$ cat config.mk
export PLATFORM = sky130hd
export DESIGN_NAME = div32b_iter
export DESIGN_NICKNAME = d
export VERILOG_FILES = /design/src/rtl/div32b_iter.sv
export SDC_FILE = /design/constraint.sdc
export NUM_CORES = 1
export LEC_CHECK = 0
export ABC_AREA = 1
export CAP_MARGIN = 0
export CORE_MARGIN = 2
export CORE_UTILIZATION = 50
export CTS_CLUSTER_DIAMETER = 30
export DETAILED_ROUTE_END_ITERATION = 8
export PLACE_DENSITY = 0.72
export SKIP_CTS_REPAIR_TIMING = 1
export SLEW_MARGIN = 20
export SYNTH_ARGS = -nofsm -noshare
export SYNTH_HDL_FRONTEND = slang
export SYNTH_SLANG_ARGS = --single-unit
export TNS_END_PERCENT = 5
$ cat constraint.sdc
create_clock -name clk -period 3 [get_ports clk]
set_clock_uncertainty 0.2 [all_clocks]
set_input_delay 0.45 -clock clk [delete_from_list [all_inputs] [get_ports clk]]
set_output_delay 0.45 -clock clk [all_outputs]
set_load 0.1 [all_outputs]
$ cat src/rtl/div32b_iter.sv
// div32b_iter: iterative radix-2 restoring divider for RV32M DIV/DIVU/REM/REMU
module div32b_iter #(
   parameter int WIDTH = 32,
   parameter int CNT_W = 6
) (
   input  logic             clk,
   input  logic             rst_n,
   input  logic             i_flush,
   input  logic             i_req_valid,
   output logic             o_req_ready,
   input  logic [1:0]       i_op,
   input  logic [WIDTH-1:0] i_dividend,
   input  logic [WIDTH-1:0] i_divisor,
   output logic             o_resp_valid,
   input  logic             i_resp_ready,
   output logic [WIDTH-1:0] o_result
);
   localparam logic [1:0] S_IDLE = 2'd0;
   localparam logic [1:0] S_CALC = 2'd1;
   localparam logic [1:0] S_FIX  = 2'd2;
   localparam logic [1:0] S_DONE = 2'd3;
   logic [1:0]       state;
   logic [CNT_W-1:0] cnt;
   logic [WIDTH-1:0] rem, quo, dsr, result;
   logic             op_rem, neg_q, neg_r;
   logic             sgn, a_neg, b_neg, div0, ovf, accept;
   logic [WIDTH-1:0] abs_a, abs_b, spec_res, q_fix, r_fix;
   logic [WIDTH:0]   trial;
   assign o_req_ready  = state == S_IDLE;
   assign o_resp_valid = state == S_DONE;
   assign o_result     = result;
   // request decode: operand magnitudes and the two short-circuit cases
   always_comb begin
      sgn      = ~i_op[0];
      a_neg    = sgn & i_dividend[WIDTH-1];
      b_neg    = sgn & i_divisor[WIDTH-1];
      abs_a    = a_neg ? -i_dividend : i_dividend;
      abs_b    = b_neg ? -i_divisor : i_divisor;
      div0     = i_divisor == '0;
      ovf      = sgn & (i_dividend == {1'b1, {(WIDTH-1){1'b0}}}) & (i_divisor == '1);
      spec_res = div0 ? (i_op[1] ? i_dividend : '1)
                      : (i_op[1] ? '0 : {1'b1, {(WIDTH-1){1'b0}}});
      accept   = i_req_valid & o_req_ready;
   end
   // one restoring step: the shifted remainder can reach WIDTH+1 bits
   always_comb begin
      trial = {rem, quo[WIDTH-1]} - {1'b0, dsr};
      q_fix = neg_q ? -quo : quo;
      r_fix = neg_r ? -rem : rem;
   end
   // control FSM and datapath registers; reset beats flush beats handshakes
   always_ff @(posedge clk) begin
      if (!rst_n) begin
         state  <= S_IDLE;
         cnt    <= '0;
         rem    <= '0;
         quo    <= '0;
         dsr    <= '0;
         result <= '0;
         op_rem <= 1'b0;
         neg_q  <= 1'b0;
         neg_r  <= 1'b0;
      end else if (i_flush) begin
         state <= S_IDLE;
      end else begin
         case (state)
            S_IDLE: if (accept) begin
               op_rem <= i_op[1];
               neg_q  <= a_neg ^ b_neg;
               neg_r  <= a_neg;
               dsr    <= abs_b;
               rem    <= '0;
               quo    <= abs_a;
               cnt    <= '0;
               if (div0 | ovf) begin
                  result <= spec_res;
                  state  <= S_DONE;
               end else begin
                  state <= S_CALC;
               end
            end
            S_CALC: begin
               rem   <= trial[WIDTH] ? {rem[WIDTH-2:0], quo[WIDTH-1]} : trial[WIDTH-1:0];
               quo   <= {quo[WIDTH-2:0], ~trial[WIDTH]};
               cnt   <= cnt + 1'b1;
               state <= (cnt == CNT_W'(WIDTH-1)) ? S_FIX : S_CALC;
            end
            S_FIX: begin
               result <= op_rem ? r_fix : q_fix;
               state  <= S_DONE;
            end
            default: if (i_resp_ready) state <= S_IDLE;
         endcase
      end
   end
endmodule

After elaboration in Yosys (flattened, before gate mapping). Cells that the tools add are included.

Flip-flop bits (word level): 139. Bits of input ports: 71. Output and inout bits: 34. Logic and storage cells: 67.

Add/subtract/negate cells: 6. Eq/ne operators: 8. Muxes and demuxes: 23. Bitwise operators: 11. Reduce and logical (&&, ||, !) cells: 10.

Operator list (number): $mux W32 (13); $pmux W32 S2 (3); $neg A32 Y32 (4); $eq A32 B32 Y1 const B (2); $sub A33 B32 Y33 (1); $logic_not A32 Y1 (1); $pmux W6 S2 (1); $mux W2 (4); $add A6 B1 Y6 const B (1); $eq A6 B5 Y1 const B (1); $mux W6 (1); $pmux W2 S3 (1); $reduce_and A3 Y1 (2); $and A1 B1 Y1 (5); $eq A2 B2 Y1 const B (2); $ne A2 B1 Y1 const B (2); $not A1 Y1 (4); $reduce_and A4 Y1 (1); $reduce_bool A2 Y1 (2); $reduce_bool A4 Y1 (1); $eq A2 B1 Y1 const B (1); $logic_not A2 Y1 (1); $reduce_and A2 Y1 (1); $reduce_or A2 Y1 (1); other kinds (2) (2).

Depth between registers and ports, before layout.
Depth after elaboration: 7. Depth in mapped cells: 18.

Worst setup path before layout. OpenSTA, ideal clock, no wires.

Path kind: flip-flop to flip-flop. From: register state[0]. To: register cnt[3]. Arrival time: 2.599 ns. Required time: 2.729 ns. Path slack: 0.130 ns. Stages on the path, launching flop included: 11. Cell sequence: dfxtp_1 inv_1 ha_1 inv_1 nor3_2 nor2_1 buf_2 nor2_1 nand3_1 or2_0 a21oi_1.

Word-level cells in the longest chain between the ends: 4. Elaborated cells between the ends (all ways): 7. Those cells by class: eq/ne: 2; mux: 1; bitwise: 1; reduce/logical: 3.

Ends and longest elaborated chain: start: declaration (line 22) `logic [1:0] state;`; start signal: assignment (line 86) `state <= (cnt == CNT_W'(WIDTH-1)) ? S_FIX : S_CALC;`; $logic_not A2 Y1 (*) (line 29) `assign o_req_ready = state == S_IDLE;`; named net o_req_ready (line 10) `output logic o_req_ready,`; $and A1 B1 Y1 (line 43) `accept = i_req_valid & o_req_ready;`; $ne A2 B1 Y1 (no line); $reduce_and A3 Y1 (no line); end signal: assignment (line 85) `cnt <= cnt + 1'b1;`; end: declaration (line 23) `logic [CNT_W-1:0] cnt;`.

The timed path passes the listed nets; every way through them passes the cells marked *. A chain may end at the register's enable or synchronous reset.

Final worst setup path.
From: register quo[31]. To: register rem[6].

Word-level cells in the longest chain between the ends: 3.

Ends and longest elaborated chain: start: declaration (line 24) `logic [WIDTH-1:0] rem, quo, dsr, result;`; start signal: assignment (line 73) `quo <= abs_a;`; start signal: assignment (line 84) `quo <= {quo[WIDTH-2:0], ~trial[WIDTH]};`; $sub A33 B32 Y33 (line 47) `trial = {rem, quo[WIDTH-1]} - {1'b0, dsr};`; $mux W32 (line 83) `rem <= trial[WIDTH] ? {rem[WIDTH-2:0], quo[WIDTH-1]} : trial[WIDTH-1:0];`; $pmux W32 S2 (line 66) `case (state)`; end signal: assignment (line 83); end: declaration (line 24).

Every way passes these cells.

==> results.md <==
- The run finished with clean final reports.
- The first routing iteration left 1897 violations.
- The total power of the final layout is 0.00570 W.
- The cell type with the highest occurrence count on the critical path is sky130_fd_sc_hd__nand2_2.
- The endpoint type of the worst setup path is a register.
- Synthesis produced 2370 cells.
- The area of the die is 27600 sq um.
- In this run, CTS created clock tree buffers numbering 17.
- The placed instances occupy a cell area of 14800 sq um.
- The design area is 15300 sq um.
- The floorplan has 59 rows.
- When the netlist entered floorplanning its net count stood at 2484.
- The largest single stage delay on the critical path is 420 ps.
- The via count is 16000.
- Across the VDD grid, the largest voltage drop is 0.357 mV.
- The post-synthesis cell area is 13100 sq um.
- The number of hold violations in the final report is 0.
- The number of buffer and inverter stages on the critical path is 3.
- The total number of yosys warnings is 0.
- After layout, the worst setup slack is 251 ps.
- In this run the worst path has a maximum fanout of 14.
- In this run, synthesis produced a sequential element count of 139.
- The worst register-to-register path ends at rem[6]$_SDFFE_PN0P_.
- At the pin with the least slew margin, the transition time is 762 ps.
- The routed design uses 20400 microns of met2 wire.
- The kind of start point of the critical path is a register.
- Dividing the detail-routed wire length by the instance count gives 17.9 microns.
- Tracing the worst setup path back leads to its startpoint at quo[31]$_SDFFE_PN0P_.
- Once detailed placement completed, the half-perimeter wirelength came to 40700 microns.
- Once detail routing completed, the nets flagged for antenna violations numbered 0.
- The detailed router used layers up to and including met4.
- CTS built an H-tree with a depth of 4.
- The cell at the slowest stage of the critical path is sky130_fd_sc_hd__fa_1.
- The critical path is of the reg -> reg type.
- The number of top-level pins is 105.
- The floorplan step set the die height to 166 microns.
- Of the synthesized area, sequential elements account for 0.212.
- The clock period minus final worst setup slack is 2750 ps.
- Yosys mapped the design onto 47 distinct sky130hd cell types.
- The number of enable flip-flop cells after synthesis is 0.
- The critical path goes through inv_1 > ha_1 > fa_1 > inv_2 > nand2_1 > nand2_1 > nand3_1 > nand2_1 > nand2_2 > nand2_2 > nand2_4 > nand2_2 > nand2_2 > buf_4 > nand3_1 > nand3_1 > a21oi_1.
- For this block, the routed nets add up to 50600 microns of wire.
- In the routed layout, each cell is associated on average with a via count of 5.64.
- The number of DRC violations after detailed routing is 0.
- STA puts the critical path data required time at 3170 ps.
- The count of maximum capacitance violations is 0.
- Setup repair after global routing left no endpoint under its margin.
- In this run the horizontal extent of the chip is 166 microns.
- The core region area is 25900 sq um.
- The logic depth of the worst path, buffers included is 17.
- The most critical setup path has its endpoint at rem[6]$_SDFFE_PN0P_.
- In this run the deepest clock path goes through 2 buffers.
- The met1 routed wirelength after detailed routing is 23300 microns.
- The worst hold path belongs to the class reg -> reg.
- The clock net sink count is 139.
- The depth of the worst register-to-register path is 17.
- The via count of the first global-routing pass is 14000.
- The total overflow left after global routing is 0.
- The register-to-register setup slack is 250 ps.
- The share of async-settable or async-resettable flops after synthesis is 0.
- The total met3 wirelength after detailed routing is 5970 microns.
- The fill cell total of the finished layout is 2682.
- A synthesized cell averages 5.54 sq um.
- The startpoint of the lowest-slack hold path is o_result[27]$_SDFFE_PN0P_.
- Prior to clock tree synthesis, the placed netlist has a worst setup slack of -21.0 ps.
- The maximum frequency from static timing analysis is 0.364 GHz.
- The ratio of total power to cell area is 371 nW/um^2.
- In the global route stage, overall resource usage came out at 0.356.
- At the end of routability-driven placement, the weighted congestion stood at 1.01.
- The first detailed-routing pass took 6 iterations.
- The initial antenna violation count is 0.
- The final max-slew violation count came to 0.
- The first-pass GRT wire length is 77900 microns.
- The number of antenna diodes in the final layout is 0.
- The maximum number of pins on one net before global-route repair is 51.
- The period utilization is 0.916.
- Leaving out fill and tap cells, the most frequent cell in the layout is sky130_fd_sc_hd__nand2_1.
- The most common flop cell mapped by yosys is sky130_fd_sc_hd__dfxtp_1.
- The root buffer cell is sky130_fd_sc_hd__clkbuf_16.
- The sum of negative setup slack is 0 ps.
- The clock tree from TritonCTS is done.
- The clock reaches the later pin of the worst-skew pair after 440 ps.
- In this run the tightest slew margin relative to its limit is 0.491.
- The cell class contributing the biggest share of worst-path delay is simple AND/OR/NAND/NOR gates.
- STA puts the critical path data arrival time at 2920 ps.
- The standby leakage power is 7.72 nW.
- The final setup violation count is 0.
- The clock-pin slew of the registers on the worst-case setup and hold paths is 80 ps.
- In this run the tool buffered the top-level ports with 104 buffer cells.
- For this configuration, the core starts out at a cell density of 0.507.
- The area added between synthesis and finish is 16.9%.
- In the layout the commonest cells are 705 x sky130_fd_sc_hd__nand2_1, 335 x sky130_fd_sc_hd__inv_1, 268 x sky130_fd_sc_hd__nor2_1.
- In the final design database the tool counted 2597 nets.
- In this run the critical register-to-register path is launched from quo[31]$_SDFFE_PN0P_.
- The fraction of final layout cells with drive strength greater than 1 is 0.0809.
[cell usage after synthesis, types with 4 or more instances]
| master | instances | area [sq um] |
|---|---|---|
| sky130_fd_sc_hd__a21oi_1 | 156 | 781 |
| sky130_fd_sc_hd__a21oi_2 | 9 | 78.8 |
| sky130_fd_sc_hd__a31oi_1 | 4 | 25.0 |
| sky130_fd_sc_hd__buf_1 | 12 | 45.0 |
| sky130_fd_sc_hd__buf_2 | 10 | 50.1 |
| sky130_fd_sc_hd__buf_6 | 4 | 45.0 |
| sky130_fd_sc_hd__clkbuf_1 | 55 | 206 |
| sky130_fd_sc_hd__dfxtp_1 | 139 | 2780 |
| sky130_fd_sc_hd__ha_1 | 42 | 526 |
| sky130_fd_sc_hd__inv_1 | 336 | 1260 |
| sky130_fd_sc_hd__inv_2 | 9 | 33.8 |
| sky130_fd_sc_hd__nand2_1 | 705 | 2650 |
| sky130_fd_sc_hd__nand2_2 | 8 | 50.1 |
| sky130_fd_sc_hd__nand2_4 | 4 | 45.0 |
| sky130_fd_sc_hd__nand3_1 | 234 | 1170 |
| sky130_fd_sc_hd__nand3_2 | 6 | 60.1 |
| sky130_fd_sc_hd__nand3b_1 | 12 | 90.1 |
| sky130_fd_sc_hd__nand4_1 | 45 | 282 |
| sky130_fd_sc_hd__nor2_1 | 269 | 1010 |
| sky130_fd_sc_hd__nor2_2 | 10 | 62.6 |
| sky130_fd_sc_hd__nor3_1 | 29 | 145 |
| sky130_fd_sc_hd__o211ai_1 | 21 | 158 |
| sky130_fd_sc_hd__o21ai_0 | 140 | 701 |
| sky130_fd_sc_hd__o21ai_1 | 14 | 70.1 |
| sky130_fd_sc_hd__o21bai_1 | 8 | 60.1 |
| sky130_fd_sc_hd__o221ai_1 | 5 | 43.8 |
| sky130_fd_sc_hd__o22ai_1 | 4 | 25.0 |
| sky130_fd_sc_hd__or2_2 | 7 | 43.8 |
| sky130_fd_sc_hd__xnor2_1 | 16 | 140 |
| sky130_fd_sc_hd__xor2_1 | 28 | 245 |
[layer usage]
layer	vias to the layer above	GRT usage
li1	7816	-
met1	7296	0.535
met2	793	0.505
met3	62	0.0999
met4	0	0.0699
met5	-	0
[per-stage QoR]
stage               instances  hold WS [ps]  utilization
global route             2831           295        0.592
CTS                      2831           272        0.592
finish                   2831           268        0.592
global placement         2799           253        0.570
floorplan                2370           245            -
detailed placement       2799           260        0.570
[flip-flops by register name, summed over array words and instances, names as in the netlist]
signal	cells
o_result	32
dsr	32
cnt	6
op_rem	1
neg_q	1
neg_r	1
state	2
quo	32
rem	32
[worst min-delay path: stages, from the launching register on]
cell,delay [ps]
sky130_fd_sc_hd__dfxtp_1,310
sky130_fd_sc_hd__nand2_1,60
sky130_fd_sc_hd__a21oi_1,50
[cell type report]
type / instances / area, sq um / area share
sequential: 139 / 2780 / 0.181
tap: 335 / 419 / 0.0273
timing repair buffer: 176 / 1560 / 0.102
inverter: 349 / 1310 / 0.0855
clock inverter: 15 / 149 / 0.00970
clock buffer: 17 / 425 / 0.0277
multi-input combinational: 1800 / 8700 / 0.567
[cell families after synthesis]
family	Yosys count	share of synthesized area
flip-flops	139	0.212
AO/OA/AOI/OAI	367	0.152
AND/OR/NAND/NOR	1346	0.438
buffers and inverters	431	0.127
adder cells (fa/ha/maj)	43	0.0416
XOR/XNOR	44	0.0294
[worst min path at each step]
stage / to / slack [ps] / cells after the start
final: o_result[27]$_SDFFE_PN0P_ / 270 / 2
after global routing: o_result[22]$_SDFFE_PN0P_ / 290 / 2
after global placement: o_result[29]$_SDFFE_PN0P_ / 250 / 2
after detailed placement: o_result[28]$_SDFFE_PN0P_ / 260 / 2
after CTS: o_result[28]$_SDFFE_PN0P_ / 270 / 2
after floorplan: dsr[31]$_SDFFE_PN0P_ / 250 / 2
[report_power, final]
group          switching [W]  internal, W  leakage (nW)  total, W
Combinational        0.00106     0.000511          6.30   0.00157
Sequential         0.0000808      0.00192          1.13   0.00200
Clock                0.00102      0.00111         0.283   0.00213
Note: power is estimated with default switching activity, not from simulation.
